$ cat src/rtl/alu_dispatch.sv
// ---------------------------------------------------------------------------
// alu_dispatch
//   Issue-side partner of the ALU. Accepts a 32-bit LEGv8 instruction over a
//   valid/ready handshake and decodes it into the 4-bit ALU control code. It
//   fetches operands from the register file and drives the ALU inputs. After
//   the ALU's one-cycle registered latency it retires the result as one of:
//   a register write, a memory-address strobe, a branch decision, or an
//   illegal-instruction strobe.
//
//   Optional feature macro: ALU_DISPATCH_ILLEGAL_TRAP_EN
//     defined   : an illegal instruction pulses `illegal`, then the block
//                 parks in HALT (halted=1, instr_ready=0) until reset.
//     undefined : `illegal` pulses, the instruction is dropped, and `halted`
//                 is tied low.
//
//   Ports
//     clock, reset_n              clock (rising edge), async active-low reset
//     instr_valid/instr_ready     fetch handshake; instr is the word
//     rf_raddr1/2, rf_rdata1/2    combinational register-file read port
//     rf_we, rf_waddr, rf_wdata   single-cycle register write
//     alu_in_one/two, alu_opcode  ALU operands and control code (registered)
//     alu_result                  registered ALU result
//     mem_addr_valid, mem_addr,   LDUR/STUR effective-address strobe;
//     mem_is_load                 mem_is_load is 1 for LDUR, 0 for STUR
//     branch_taken, branch_offset CBZ taken strobe and byte offset
//     illegal, halted             undecodable-instruction strobe, sticky halt
// ---------------------------------------------------------------------------
module alu_dispatch (
    input  logic        clock,
    input  logic        reset_n,
    input  logic        instr_valid,
    output logic        instr_ready,
    input  logic [31:0] instr,
    output logic [4:0]  rf_raddr1,
    output logic [4:0]  rf_raddr2,
    input  logic [31:0] rf_rdata1,
    input  logic [31:0] rf_rdata2,
    output logic        rf_we,
    output logic [4:0]  rf_waddr,
    output logic [31:0] rf_wdata,
    output logic [31:0] alu_in_one,
    output logic [31:0] alu_in_two,
    output logic [3:0]  alu_opcode,
    input  logic [31:0] alu_result,
    output logic        mem_addr_valid,
    output logic [31:0] mem_addr,
    output logic        mem_is_load,
    output logic        branch_taken,
    output logic [31:0] branch_offset,
    output logic        illegal,
    output logic        halted
);

    localparam int DATA_W = 32;

    localparam logic [2:0] IDLE   = 3'd0;
    localparam logic [2:0] DECODE = 3'd1;
    localparam logic [2:0] EXEC   = 3'd2;
    localparam logic [2:0] WB     = 3'd3;
`ifdef ALU_DISPATCH_ILLEGAL_TRAP_EN
    localparam logic [2:0] HALT   = 3'd4;
`endif

    // Retire action chosen at decode time.
    localparam logic [1:0] KIND_REG = 2'd0;
    localparam logic [1:0] KIND_MEM = 2'd1;
    localparam logic [1:0] KIND_BR  = 2'd2;
    localparam logic [1:0] KIND_ILL = 2'd3;

    // Operand source selects.
    localparam logic [1:0] ONE_ZERO  = 2'd0;
    localparam logic [1:0] ONE_REG   = 2'd1;
    localparam logic [1:0] ONE_IMM16 = 2'd2;
    localparam logic [1:0] TWO_ZERO  = 2'd0;
    localparam logic [1:0] TWO_REG   = 2'd1;
    localparam logic [1:0] TWO_IMM9  = 2'd2;

    localparam logic [10:0] OP_ADD  = 11'b10001011000;
    localparam logic [10:0] OP_SUB  = 11'b11001011000;
    localparam logic [10:0] OP_AND  = 11'b10001010000;
    localparam logic [10:0] OP_ORR  = 11'b10101010000;
    localparam logic [10:0] OP_EOR  = 11'b11001010000;
    localparam logic [10:0] OP_MOVZ = 11'b11010010100;   // hw field fixed at 0
    localparam logic [10:0] OP_LDUR = 11'b11111000010;
    localparam logic [10:0] OP_STUR = 11'b11111000000;
    localparam logic [7:0]  OP_CBZ  = 8'b10110100;

    localparam logic [4:0]  XZR = 5'd31;

    function automatic logic signed [DATA_W-1:0] sextImm9(input logic [8:0] imm);
        return {{(DATA_W-9){imm[8]}}, imm};
    endfunction

    function automatic logic [DATA_W-1:0] zextImm16(input logic [15:0] imm);
        return {{(DATA_W-16){1'b0}}, imm};
    endfunction

    // Word offset to byte offset: sext(imm19) << 2.
    function automatic logic signed [DATA_W-1:0] branchOffset(input logic [18:0] imm);
        return {{(DATA_W-21){imm[18]}}, imm, 2'b00};
    endfunction

    logic [2:0]        state;
    logic [31:0]       instrP0;      // captured instruction
    logic [1:0]        kindP1;       // retire info latched at decode
    logic [4:0]        rdP1;
    logic              loadP1;
    logic [31:0]       offsetP1;

    logic [3:0]        decOp;
    logic [1:0]        decKind;
    logic              decLoad;
    logic [1:0]        decSrcOne;
    logic [1:0]        decSrcTwo;
    logic [31:0]       decOne;
    logic [31:0]       decTwo;
    logic [31:0]       readOne;
    logic [31:0]       readTwo;
    logic              handshake;

    // ---- decode of the captured instruction: addresses, opcode, sources
    always_comb begin
        decOp     = 4'b0000;
        decKind   = KIND_ILL;
        decLoad   = 1'b0;
        decSrcOne = ONE_ZERO;
        decSrcTwo = TWO_ZERO;
        rf_raddr1 = 5'd0;
        rf_raddr2 = 5'd0;
        case (instrP0[31:21])
            OP_ADD, OP_SUB, OP_AND, OP_ORR, OP_EOR: begin
                rf_raddr1 = instrP0[9:5];
                rf_raddr2 = instrP0[20:16];
                decSrcOne = ONE_REG;
                decSrcTwo = TWO_REG;
                decKind   = KIND_REG;
                case (instrP0[31:21])
                    OP_ADD:  decOp = 4'b0010;
                    OP_SUB:  decOp = 4'b1010;
                    OP_AND:  decOp = 4'b0110;
                    OP_ORR:  decOp = 4'b0100;
                    default: decOp = 4'b1001;
                endcase
            end
            OP_MOVZ: begin
                decOp     = 4'b1101;
                decSrcOne = ONE_IMM16;
                decKind   = KIND_REG;
            end
            OP_LDUR, OP_STUR: begin
                rf_raddr1 = instrP0[9:5];
                decOp     = 4'b0010;
                decSrcOne = ONE_REG;
                decSrcTwo = TWO_IMM9;
                decKind   = KIND_MEM;
                decLoad   = (instrP0[31:21] == OP_LDUR);
            end
            default: begin
                // CBZ decodes on a shorter 8-bit field, so it falls out of
                // the 11-bit match and is caught here.
                if (instrP0[31:24] == OP_CBZ) begin
                    rf_raddr1 = instrP0[4:0];
                    decOp     = 4'b0111;
                    decSrcOne = ONE_REG;
                    decKind   = KIND_BR;
                end
            end
        endcase
    end

    // XZR reads as zero regardless of what the register file returns.
    assign readOne = (rf_raddr1 == XZR) ? '0 : rf_rdata1;
    assign readTwo = (rf_raddr2 == XZR) ? '0 : rf_rdata2;

    always_comb begin
        decOne = '0;
        decTwo = '0;
        case (decSrcOne)
            ONE_REG:   decOne = readOne;
            ONE_IMM16: decOne = zextImm16(instrP0[20:5]);
            default:   decOne = '0;
        endcase
        case (decSrcTwo)
            TWO_REG:   decTwo = readTwo;
            TWO_IMM9:  decTwo = sextImm9(instrP0[20:12]);
            default:   decTwo = '0;
        endcase
    end

    // Ready in IDLE and WB; in WB of a trapping illegal instruction the
    // block is about to halt, so nothing new may be accepted.
    always_comb begin
        instr_ready = 1'b0;
        if (state == IDLE) begin
            instr_ready = 1'b1;
        end else if (state == WB) begin
`ifdef ALU_DISPATCH_ILLEGAL_TRAP_EN
            instr_ready = (kindP1 != KIND_ILL);
`else
            instr_ready = 1'b1;
`endif
        end
    end

    assign handshake = instr_valid & instr_ready;

`ifdef ALU_DISPATCH_ILLEGAL_TRAP_EN
    assign halted = (state == HALT);
`else
    assign halted = 1'b0;
`endif

    always_ff @(posedge clock or negedge reset_n) begin
        if (!reset_n) begin
            state          <= IDLE;
            instrP0        <= '0;
            kindP1         <= KIND_REG;
            rdP1           <= '0;
            loadP1         <= 1'b0;
            offsetP1       <= '0;
            alu_in_one     <= '0;
            alu_in_two     <= '0;
            alu_opcode     <= '0;
            rf_we          <= 1'b0;
            rf_waddr       <= '0;
            rf_wdata       <= '0;
            mem_addr_valid <= 1'b0;
            mem_addr       <= '0;
            mem_is_load    <= 1'b0;
            branch_taken   <= 1'b0;
            branch_offset  <= '0;
            illegal        <= 1'b0;
        end else begin
            rf_we          <= 1'b0;
            mem_addr_valid <= 1'b0;
            branch_taken   <= 1'b0;
            illegal        <= 1'b0;
            case (state)
                // ---- capture
                IDLE: begin
                    if (handshake) begin
                        instrP0 <= instr;
                        state   <= DECODE;
                    end
                end
                // ---- decode: operands to ALU, retire info latched
                DECODE: begin
                    alu_in_one <= decOne;
                    alu_in_two <= decTwo;
                    alu_opcode <= decOp;
                    kindP1     <= decKind;
                    rdP1       <= instrP0[4:0];
                    loadP1     <= decLoad;
                    offsetP1   <= branchOffset(instrP0[23:5]);
                    state      <= EXEC;
                end
                // ---- ALU samples its inputs
                EXEC: begin
                    state <= WB;
                end
                // ---- retire; strobes appear in the following cycle
                WB: begin
                    case (kindP1)
                        KIND_REG: begin
                            if (rdP1 != XZR) begin
                                rf_we    <= 1'b1;
                                rf_waddr <= rdP1;
                                rf_wdata <= alu_result;
                            end
                        end
                        KIND_MEM: begin
                            mem_addr_valid <= 1'b1;
                            mem_addr       <= alu_result;
                            mem_is_load    <= loadP1;
                        end
                        KIND_BR: begin
                            branch_taken  <= alu_result[0];
                            branch_offset <= offsetP1;
                        end
                        default: begin
                            illegal <= 1'b1;
                        end
                    endcase
                    if (handshake) begin
                        instrP0 <= instr;
                        state   <= DECODE;
`ifdef ALU_DISPATCH_ILLEGAL_TRAP_EN
                    end else if (kindP1 == KIND_ILL) begin
                        state <= HALT;
`endif
                    end else begin
                        state <= IDLE;
                    end
                end
`ifdef ALU_DISPATCH_ILLEGAL_TRAP_EN
                HALT: begin
                    state <= HALT;
                end
`endif
                default: begin
                    state <= IDLE;
                end
            endcase
        end
    end

endmodule

$ cat config.mk
export PLATFORM = sky130hd
export DESIGN_NAME = alu_dispatch
export DESIGN_NICKNAME = d
export VERILOG_FILES = /design/src/rtl/alu_dispatch.sv
export SDC_FILE = /design/constraint.sdc
export NUM_CORES = 1
export LEC_CHECK = 0
export CORE_ASPECT_RATIO = 1.5
export CORE_MARGIN = 3
export CORE_UTILIZATION = 26
export DETAILED_ROUTE_END_ITERATION = 8
export PLACE_DENSITY = 0.5
export SYNTH_ARGS = -nofsm -noshare
export SYNTH_HDL_FRONTEND = slang
export SYNTH_SLANG_ARGS = --single-unit
$ cat constraint.sdc
create_clock -name clock -period 8.1 [get_ports clock]
set_clock_uncertainty 0.05 [all_clocks]
set_input_delay 2.43 -clock clock [delete_from_list [all_inputs] [get_ports clock]]
set_output_delay 2.43 -clock clock [all_outputs]
set_load 0.02 [all_outputs]
==> Yosys cells after proc, flatten, opt, wreduce, memory -nomap -nowiden <==
Cells that the tools add are included.
{ "word_totals": {"ff_bits": 223, "latchBits": 0, "ramBits": 0, "rom_bits": 0, "input_bits": 131, "wordCells": 83, "mem_count": 0} }
{ "classes": {"addsub": 0, "n_mul": 0, "n_div": 0, "magnitude_cmp": 0, "eq_ne": 22, "n_shift": 0, "muxes": 30, "n_bitwise": 1, "n_reduce_logical": 12} }
{ "op_table": {"columns": ["cell", "n"], "rows": [
  ["32-bit one-hot mux with 2 select lines", 2],
  ["11-bit == test (second input constant)", 8],
  ["32-bit two-way mux", 2],
  ["4-bit one-hot mux with 4 select lines", 1],
  ["1-bit two-way mux", 15],
  ["2-bit one-hot mux with 2 select lines", 3],
  ["3-bit one-hot mux with 4 select lines", 1],
  ["4-bit one-hot mux with 3 select lines", 1],
  ["5-bit == test (second input constant)", 2],
  ["5-bit two-way mux", 2],
  ["5-bit one-hot mux with 2 select lines", 1],
  ["8-bit == test (second input constant)", 1],
  ["7-bit OR reduction", 1],
  ["2-bit by 1-bit == test with 1-bit output (second input constant)", 3],
  ["2-bit == test (second input constant)", 3],
  ["3-bit by 2-bit == test with 1-bit output (second input constant)", 2],
  ["3-bit two-way mux", 2],
  ["2-bit AND reduction", 3],
  ["6-bit OR reduction", 1],
  ["5-bit != test (second input constant)", 1],
  ["5-bit OR reduction", 1],
  ["2-bit OR reduction", 2],
  ["3-bit by 1-bit == test with 1-bit output (second input constant)", 1],
  ["3-bit zero test", 1],
  ["other kinds (5)", 5]
]} }

==> Longest topological paths before layout <==
{ "depth": {"depth_word": 6, "ltp_mapped": 11} }

==> Worst setup path after synthesis <==
No wires, ideal clock.
{ "synth_path": {"kind": "register -> output", "startpoint": "register instrP0[30]", "endpoint": "output port rf_raddr1[1]", "arrival_time_ns": 1.516, "slack_ns": 4.104, "stages_incl_launch_ff": 6, "path_buffers": 1, "cell_sequence": "dfrtp_1 > buf_6 > nor4b_1 > o21ai_0 > a21boi_1 > a22o_1"} }
{ "synth_between": {"elab_chain_len": 3, "elab_cells_between_ends": 12, "cone_classes": "eq/ne: 9; mux: 2; reduce/logical: 1"} }
{ "synth_rtl": {"columns": ["item", "line", "rtl"], "rows": [
  ["start, declared", "104", "logic [31:0] instrP0;"],
  ["start signal, assigned", "242", "instrP0 <= instr;"],
  ["start signal, assigned", "285", "instrP0 <= instr;"],
  ["11-bit == test or 8-bit == test (tied branches)", "130, 161", null],
  ["7-bit OR reduction (no source line) or 5-bit two-way mux (tied branches)", null, null],
  ["5-bit one-hot mux with 2 select lines (*)", "130", "case (instrP0[31:21])"],
  ["end, declared", "34", "output logic [4:0] rf_raddr1,"]
]} }
Mark *: on every way between the ends. The rest lies on a longest branch, timed or not.

==> Worst setup path after layout <==
{ "layout_path": {"startpoint": "register instrP0[28]", "endpoint": "output port rf_raddr1[1]"} }
Same word-level chain as after synthesis.

==> summary.md <==
| Metric | Value |
|---|---|
| Top FF cell, synth | dfrtp_1 |
| Peak VDD IR | 0.154 mV |
| Placer Congestion | 0.814 |
| HPWL after detailed placement | 20.4 mm |
| Fin. Hold Viols | 0 |
| RSZ-0062 raised after global routing | no |
| Vias after detailed routing | 6676 |
| PwrDens | 331 nW/µm² |
| Post-route DRC | 0 |
| Top-count cell post-synth | dfrtp_1 |
| Vias in the first global route | 7026 |
| Status | complete, no violations |
| Fin. max-slew vios | 0 |
| Sequential area share after synthesis | 0.609 |
| Fill cells | 3333 |
| Xor/xnor share of the synthesized area | 0 |
| Iter 0 DRT Violations | 325 |
| Post-route setup slack | 2730 ps |
| First-pass GRT wire length | 44.5 mm |
| Multi-input combinational cell area | 3220 µm² |
| Setup TNS | 0 ps |
| CP required | 5620 ps |
| Post-synth ARST share | 1.00 |
| Resized Gates After CTS | 0 |
| Gr ovfl total | 0 |
| F_max | 186 MHz |
| I/O Buffers | 313 |
| Largest family of logic cells by synthesized area | multiplexers |
| Placed Area | 12700 µm² |
| Initial antenna violation count | 3 |
| Register area | 5560 µm² |
| Drt wl/cell | 19.5 µm |
| Hold Buf Count CTS | 0 |
| DRT antenna net count | 0 |
| CTS tree | yes |
| Synth Area in Compound Gates | 0.105 |
| Pre-antenna DRT Iters | 4 |
| Post-CTS setup buffer count | 0 |
| Post-synth EDFFs | 0 |
| Die area | 37400 µm² |
| Max_cap viols | 0 |
| Worst slew pin tran | 1010 ps |
| Critical Path Start Type | register |
| Drt total wl | 29.2 mm |
| Layout Area Growth over Synthesis | 47.5% |
| Post-Syn Area | 9120 µm² |
| Final Cell Area | 13500 µm² |
| H-tree Lvls | 1 |
| Leakage | 0.00579 µW |
| Largest net degree at the start of global routing | 153 |
| Top post-synthesis cells by count | 222 x dfrtp_1, 134 x nand2_1, 107 x mux2_2, 32 x a221o_1, 22 x clkbuf_1 |
| Worst Hold Path Cells | 2 |
| Io pins | 317 |
| Worst EP arrival | 2890 ps |
| Setup WS pre-CTS | 3270 ps |
| Synth top area cells | dfrtp_1 61%, mux2_2 13%, nand2_1 5.5% |
| Vias/cell | 4.45 |
| Crit path capture type | output pin |
| Post-synthesis adder-cell area fraction | 0.0110 |
| Synthesis Warnings | 0 |
| Worst skew pair latency | 510 ps |
| Share of layout cells above drive strength 1 | 0.182 |
| Post-Synth Simple-Gate Area | 0.100 |
| CTS buffer count | 25 |
| Final design utilization | 0.391 |
| Final period util | 0.663 |
| Clock sinks | 222 |
| WS Path Type | reg2out |
| Final setup fails | 0 |
| Root Buffer | clkbuf_16 |
| Initial Utilization | 0.265 |
| Crit-path max FO | 7 |
| Slew HR | 0.322 |
| Maximum clock path buffer count | 3 |
| Fin crit period | 5370 ps |
| Core box area | 34400 µm² |
| Die W | 159 µm |
| FF+latch count, synth | 222 |
| Post-synthesis mux area share | 0.132 |
| Dominant cell type by area after synthesis | dfrtp_1 |
| Syn Inst Count | 717 |
| Avg Cell Area, Syn | 12.7 µm² |
| Rows | 83 |
| Share of the synthesized area in the top cell type | 0.609 |
| Distinct cells, synth | 57 |
| Register clock-pin slew on the reported worst setup and hold paths | 60 ps |
| Total GRT Usage | 0.152 |
| R2R cell count | 7 |
| Hold Crit Class | reg2reg |
| Die Height | 235 µm |
| Nets | 1153 |
==> critical path, cell delays in order, from the launching register on <==
cell and delay, ps:
dfrtp_1 430, nor3b_1 510, nand2b_1 110, a21boi_1 490, a22o_1 220, clkdlybuf4s50_1 610
==> cells by family after synthesis <==
group,Yosys count
flip-flops,222
AND/OR/NAND/NOR,192
AO/OA/AOI/OAI,117
multiplexers,107
buffers and inverters,70
adder cells (fa/ha/maj),8
other,1
==> flip-flops by register name, indices dropped and copies added (netlist names) <==
signal and flops:
alu_in_one 32, alu_in_two 32, alu_opcode 4, branch_offset 19, branch_taken 1, illegal 1
instrP0 32, kindP1 2, loadP1 1, mem_addr 32, mem_addr_valid 1, mem_is_load 1
offsetP1 19, rdP1 5, rf_waddr 5, rf_wdata 32, rf_we 1, state 2
==> metal layers <==
metal / up-vias / wire length [µm] / share of wire / track usage
li1: 3115 / - / - / -
met1: 3349 / 11200 / 0.38 / 0.172
met3: 37 / 1030 / 0.035 / 0.0204
met2: 175 / 16200 / 0.55 / 0.286
met5: - / 0 / 0 / 0
met4: 0 / 807 / 0.028 / 0.0589
==> layout make-up <==
cell class                 count  area share
clock inverter                 7     0.00474
inverter                      13     0.00363
tap                          467      0.0434
multi-input combinational    427       0.240
clock buffer                  36      0.0540
sequential                   222       0.413
timing repair buffer         325       0.241
antenna                        3    0.000558
==> layout by cell type (no fill, tap or decap), drive strengths merged, types with 6 or more instances in the layout <==
master,n
a21oi,6
a221o,32
a22oi,16
a31oi,9
and2,15
buf,13
clkbuf,36
clkdlybuf4s50,312
clkinv,6
dfrtp,222
ha,8
inv,13
mux2,107
nand2,134
nor2,10
o21ai,23
o2bb2ai,17
==> power by group <==
group	switching [µW]	leakage (µW)	total (µW)	internal, µW
combinational	807	0.00253	1600	789
clock	451	0.000395	1100	651
sequential	284	0.00286	1750	1470
==> path summary, 6_finish.rpt <==
kind | startpoint | endpoint | slack (ps)
max in group asynchronous | reset_n | alu_in_one[26] | 4910
min reg2reg | mem_addr[22] | mem_addr[22] | 420
max | instrP0[28] | rf_raddr1[1] | 2730
min | mem_addr[22] | mem_addr[22] | 420
max reg2reg | instrP0[28] | alu_in_two[31] | 5010
min in group asynchronous | reset_n | rf_we | 1790
==> per-stage QoR <==
stage	hold WS, ps	total power (µW)	std cells
2_1_floorplan	391	2590	719
3_3_place_gp	408	3380	1454
3_5_place_dp	411	3400	1454
4_1_cts	427	4540	1497
5_1_grt	442	4720	1500
6_report	423	4450	1500
Note: power is estimated with default switching activity, not from simulation.
